==> src/rtl/uniform_coeff_sampler.sv <==
// Rejection sampler: splits PRNG words into COEF_W-bit candidates, keeps those below q,
// buffers accepted coefficients in a small multi-push show-ahead FIFO with a per-entry last flag.
module uniform_coeff_sampler #(
  parameter int RAND_W     = 64,
  parameter int COEF_W     = 30,
  parameter int FIFO_DEPTH = 4,
  parameter int CNT_W      = 16
) (
  input  logic              clk,
  input  logic              rst,
  input  logic              start,
  input  logic [CNT_W-1:0]  num_coeffs,
  input  logic [COEF_W-1:0] q,
  input  logic [RAND_W-1:0] rand_in,
  input  logic              rand_valid,
  output logic              rand_ready,
  output logic [COEF_W-1:0] coef_out,
  output logic              coef_valid,
  input  logic              coef_ready,
  output logic              coef_last,
  output logic              busy,
  output logic              done,
  output logic [15:0]       reject_cnt
);

  localparam int LANES = RAND_W / COEF_W;
  localparam int PTR_W = $clog2(FIFO_DEPTH);
  localparam int OCC_W = PTR_W + 1;

  localparam logic [1:0] S_IDLE  = 2'd0;
  localparam logic [1:0] S_RUN   = 2'd1;
  localparam logic [1:0] S_DRAIN = 2'd2;
  localparam logic [1:0] S_DONE  = 2'd3;

  logic [1:0]        state;
  logic [COEF_W-1:0] q_r;
  logic [CNT_W-1:0]  num_r;
  logic [CNT_W-1:0]  prod_cnt;

  logic [COEF_W-1:0] mem_coef [FIFO_DEPTH];
  logic              mem_last [FIFO_DEPTH];
  logic [PTR_W-1:0]  wr_ptr;
  logic [PTR_W-1:0]  rd_ptr;
  logic [OCC_W-1:0]  occ;

  logic              fifo_empty;
  logic [OCC_W-1:0]  free_slots;
  logic              take;
  logic              pop;

  logic [COEF_W-1:0] cand      [LANES];
  logic              lane_push [LANES];
  logic              lane_last [LANES];
  logic [PTR_W-1:0]  lane_addr [LANES];
  logic [CNT_W-1:0]  prod_next;
  logic [15:0]       reject_next;
  logic [OCC_W-1:0]  push_cnt;

  logic unused_bits;
  assign unused_bits = ^rand_in[RAND_W-1:LANES*COEF_W];

  assign fifo_empty = (occ == '0);
  assign free_slots = OCC_W'(FIFO_DEPTH) - occ;
  assign rand_ready = (state == S_RUN) && (free_slots >= OCC_W'(LANES));
  assign take       = rand_valid && rand_ready;
  assign coef_valid = !fifo_empty;
  assign pop        = coef_valid && coef_ready;
  assign coef_out   = fifo_empty ? '0 : mem_coef[rd_ptr];
  assign coef_last  = !fifo_empty && mem_last[rd_ptr];
  assign busy       = (state != S_IDLE);
  assign done       = (state == S_DONE);

  // Lanes are resolved in order so an early acceptance can use up the last slot of the job.
  always_comb begin
    prod_next   = prod_cnt;
    reject_next = reject_cnt;
    push_cnt    = '0;
    for (int i = 0; i < LANES; i++) begin
      cand[i]      = rand_in[i*COEF_W +: COEF_W];
      lane_push[i] = 1'b0;
      lane_last[i] = 1'b0;
      lane_addr[i] = wr_ptr + PTR_W'(push_cnt);
      if (take && (prod_next < num_r)) begin
        if (cand[i] < q_r) begin
          lane_push[i] = 1'b1;
          prod_next    = prod_next + CNT_W'(1);
          lane_last[i] = (prod_next == num_r);
          push_cnt     = push_cnt + OCC_W'(1);
        end else if (reject_next != 16'hFFFF) begin
          reject_next = reject_next + 16'd1;
        end
      end
    end
  end

  always_ff @(posedge clk or posedge rst) begin
    if (rst) begin
      wr_ptr <= '0;
      rd_ptr <= '0;
      occ    <= '0;
      for (int i = 0; i < FIFO_DEPTH; i++) begin
        mem_coef[i] <= '0;
        mem_last[i] <= 1'b0;
      end
    end else begin
      for (int i = 0; i < LANES; i++) begin
        if (lane_push[i]) begin
          mem_coef[lane_addr[i]] <= cand[i];
          mem_last[lane_addr[i]] <= lane_last[i];
        end
      end
      wr_ptr <= wr_ptr + PTR_W'(push_cnt);
      if (pop) begin
        rd_ptr <= rd_ptr + PTR_W'(1);
      end
      occ <= occ + push_cnt - (pop ? OCC_W'(1) : OCC_W'(0));
    end
  end

  always_ff @(posedge clk or posedge rst) begin
    if (rst) begin
      state      <= S_IDLE;
      q_r        <= '0;
      num_r      <= '0;
      prod_cnt   <= '0;
      reject_cnt <= '0;
    end else begin
      case (state)
        S_IDLE: begin
          if (start) begin
            q_r        <= q;
            num_r      <= num_coeffs;
            prod_cnt   <= '0;
            reject_cnt <= '0;
            state      <= (num_coeffs != '0) ? S_RUN : S_DONE;
          end
        end
        S_RUN: begin
          prod_cnt   <= prod_next;
          reject_cnt <= reject_next;
          if (take && (prod_next == num_r)) begin
            state <= S_DRAIN;
          end
        end
        S_DRAIN: begin
          if (fifo_empty) begin
            state <= S_DONE;
          end
        end
        default: begin
          state <= S_IDLE;
        end
      endcase
    end
  end

endmodule

==> config.mk <==
export PLATFORM = sky130hd
export DESIGN_NAME = uniform_coeff_sampler
export DESIGN_NICKNAME = d
export VERILOG_FILES = /design/src/rtl/uniform_coeff_sampler.sv
export SDC_FILE = /design/constraint.sdc
export NUM_CORES = 1
export LEC_CHECK = 0
export CAP_MARGIN = 20
export CORE_MARGIN = 10
export CORE_UTILIZATION = 35
export CTS_CLUSTER_DIAMETER = 120
export DETAILED_ROUTE_END_ITERATION = 16
export PLACE_DENSITY = 0.62
export SKIP_CTS_REPAIR_TIMING = 1
export SYNTH_ARGS = -nofsm -noshare
export SYNTH_HDL_FRONTEND = slang
export SYNTH_SLANG_ARGS = --single-unit
==> constraint.sdc <==
create_clock -name clk -period 10.3 [get_ports clk]
set_clock_uncertainty 0.2 [all_clocks]
set_input_delay 1.545 -clock clk [delete_from_list [all_inputs] [get_ports clk]]
set_output_delay 1.545 -clock clk [all_outputs]
set_load 0.1 [all_outputs]
==> metrics.md, run 1 <==
| Metric | Value |
|---|---|
| Status | completed |
| Total GRT Usage | a little under a fifth |
| Setup Crit Path Kind | primary input to flop |
| Worst path cell trace | clkdlybuf4s50_1 > ha_1 > nand4_1 > o221a_2 > o41ai_1 > a41oi_2 > buf_4 > nand3_1 > xor2_1 > inv_1 > ha_1 > a2111oi_0 > nand3_1 > a2111o_1 > nand2b_1 > a21o_1 > nor4b_1 > xnor2_1 > nand3_1 > nor4_2 > o21ai_1 > mux2_1 |
| DR vias | ~13k |
| Tot Pwr | between 2 and 2.5 mW |
| Setup TNS | 0 ns |
| Routed WL | about 48,000 µm |
| Initial drt markers | ~950 |
| Relative slew margins | 28.2% |
| Share of layout cells above drive strength 1 | between 10% and 20% |
| Sw power | 0.638 mW |
| Pre-CTS WS | about 1.0 ns |
| Clock Power Share | roughly 45% |
| Final period util | between 80% and 90% |
| Post-DR wirelength/cell | roughly 20 µm |
| Syn Area/Cell | slightly above 9 µm² |
| Final Setup Violations | 0 |
| Layout fillers | between 4k and 5k |
| First-pass GRT wire length | approximately 77,000 µm |
| Final Hold Vio Count | 0 |
| Die width | approximately 230 µm |
| Pin count of the biggest net entering global routing | a little under 80 |
| Synth top area share | approximately a third |
| Sequential power share | 38.3% |
| Crit start category | primary input |
| Critical Path AT | 9.06 ns |
| Post-synthesis sequential area ratio | between 30% and 40% |
| # DRC | 0 |
| Initial core utilization | a little over a third |
| IO buf count | about 160 |
| Top Ports | between 150 and 200 |
| Synth area leaders | dfrtp_1, ha_1, mux2i_1 |
| H-Tree Depth | 1 |
| Post-route worst setup slack | roughly 1.5 ns |
| LEAKAGE | ~8.3 nW |
| Mapped Area | roughly 0.015 mm² |
| Pin slew with the least headroom to its limit | ~1.1 ns |
| Clk slew on worst S/H paths | approximately 0.06 ns |
| Vias in the first global route | around 13k |
| Max Clock Freq | 113 MHz |
| Post-DP HPWL | about 34,000 µm |
| Final core occ | about 43% |
| Clk sink count | ~210 |
| Area leader, netlist | dfrtp_1 |
| Comb power frac | between 15 and 20% |
| Dpl cell area | ~0.017 mm² |
| Top cell by count, worst path | nand3_1 |
| TritonCTS clock tree | done |
| Initial antenna violation count | 4 |
| Final Instance Area | approximately 0.018 mm² |
| Vias per inst | approximately 5.5 |
| Core area | ~0.043 mm² |
| Die ar. | approximately 0.052 mm² |
| First-pass DRT Iterations | 5 |
| Rows | 76 |
| Worst Hold Class | flop to flop |
| CP Capture Type | flop |
| Clock buffer depth | 3 |
| Final min period | around 9 ns |
| Worst skew pair latency | around 0.56 ns |
| Int Power | 1.60 mW |
| Final net count | 1,977 |
| CP peak stage delay | ~0.80 ns |
| Highest fanout seen on the critical path | 22 |
| TritonCTS buffer count | 26 |
| Maxcap violations | 0 |
| Post-synth EDFFs | 0 |
| Non-filler cells, final | between 2k and 2.5k |
| Post-Synthesis Cells | 1,632 |
| Worst hold slack | 0.303 ns |
| Syn_nets | approximately 1.9k |
| Slew Limit Fails | 0 |
| Synth cell count leaders | dfrtp_1, nand2_1, mux2i_1, nor2_1, o21ai_0 |
| Most used DFF post-synth | dfrtp_1 |
| Area Overhead vs Synth | 20.7% |
| Synth unique cells | between 80 and 90 |
| Async SR Flop Fraction | 100% |
| Unrepaired setup endpoints after global routing | no |
| Clock root buffer | clkbuf_16 |
| Grt ovf | 0 |
| GPL Wtd Cong | 0.900 |
| Yosys warnings | 0 |
| Pwr/cell area | 122 mW/mm² |
| #FFs+latches synth | 211 |
| CP required | approximately 11 ns |
| Slowest cell on crit path | o41ai_1 |
| VDD IR max | approximately 0.16 mV |
| Most frequent cell after synthesis | dfrtp_1 |
| Placed Cells | 2,311 |
| Switching Share | between 20 and 30% |
| Final antenna-violating net count | 0 |
| Die Y | about 230 µm |
worst paths after layout:
check	start	end	slack (ns)	cells past startpoint
setup / recovery	rand_in[5]	state[1]	1.47	22
hold / removal	q_r[5]	q_r[5]	0.30	1
setup reg to reg	occ[1]	state[1]	2.52	24
hold reg to reg	q_r[5]	q_r[5]	0.30	1
max in group asynchronous	rst	q_r[18]	6.42	4
min in group asynchronous	rst	q_r[4]	1.27	2
final cells by class:
type / instances / area [µm²] / share of cell area, %
multi-input cells: 1252 / 9380 / 50.9
diodes: 1 / 2.50 / 0.0136
flip-flops and latches: 211 / 5280 / 28.7
repair buffers: 187 / 1810 / 9.80
clock inverters: 12 / 206 / 1.12
inverters: 76 / 293 / 1.59
well taps: 585 / 732 / 3.97
clock buffers: 34 / 731 / 3.96
metal layers:
layer | vias to the layer above | track usage (%) | wire length [µm]
li1 | 6149 | - | -
met1 | 6305 | 24.5 | 22000
met2 | 424 | 29.6 | 22400
met3 | 54 | 3.49 | 3150
met4 | 6 | 3.27 | 693
met5 | - | 0 | 37
cells by family after synthesis:
family / Yosys count / synth area share [%]
AOI/OAI and AO/OA: 336 / 13.4
adders and majority gates: 108 / 8.90
buffers and inverters: 169 / 4.29
muxes: 207 / 16.5
xor gates and xnor gates: 95 / 5.90
DFF: 211 / 34.6
and+or+nand+nor: 506 / 16.4
state kept, by name (all words and copies together) (netlist names):
signal	cells
prod_cnt	16
reject_cnt	16
rd_ptr	2
num_r	16
q_r	30
mem_coef	120
wr_ptr	2
state	2
mem_last	4
occ	3
placed cells by master (no fill, tap or decap), types with 28 or more instances in the layout:
cell type / synthesis / routed
nand2_1: 163 / 159
dfrtp_1: 211 / 210
inv_1: 75 / 74
xor2_1: 36 / 36
mux2_2: 48 / 48
and2_1: 38 / 38
xnor2_1: 54 / 54
mux4_2: 31 / 31
nand4_1: 28 / 28
a21oi_1: 108 / 108
mux2i_1: 127 / 127
ha_1: 107 / 107
nand3_1: 40 / 39
nor2_1: 111 / 111
o21ai_0: 111 / 110
clkdlybuf4s50_1: 0 / 161
worst max-delay path: cells and delay by family:
| family | cells | cell delay [ns] |
|---|---|---|
| adders and majority gates | 2 | 0.73 |
| muxes | 1 | 0.35 |
| AOI/OAI and AO/OA | 7 | 2.77 |
| buffers and inverters | 3 | 1.05 |
| and+or+nand+nor | 7 | 1.97 |
| xor gates and xnor gates | 2 | 0.65 |
power by group through the flow:
| stage | Clock [mW] | Combinational (mW) | Sequential [mW] |
|---|---|---|---|
| after floorplan | 0 | 0.230 | 0.859 |
| after global placement | 0 | 0.363 | 0.874 |
| after CTS | 1.04 | 0.370 | 0.860 |
| after detailed placement | 0 | 0.368 | 0.874 |
| final | 1.02 | 0.365 | 0.859 |
| after global routing | 1.07 | 0.396 | 0.862 |
No activity file was read; power rests on OpenSTA's default activity.
==> run 2: changes to the inputs <==
- HOLD_SLACK_MARGIN: default -> 0.06
- SETUP_SLACK_MARGIN: default -> 0.4
==> results of run 2 <==
The final DEF is identical to that of run 1; final timing and power are the same.
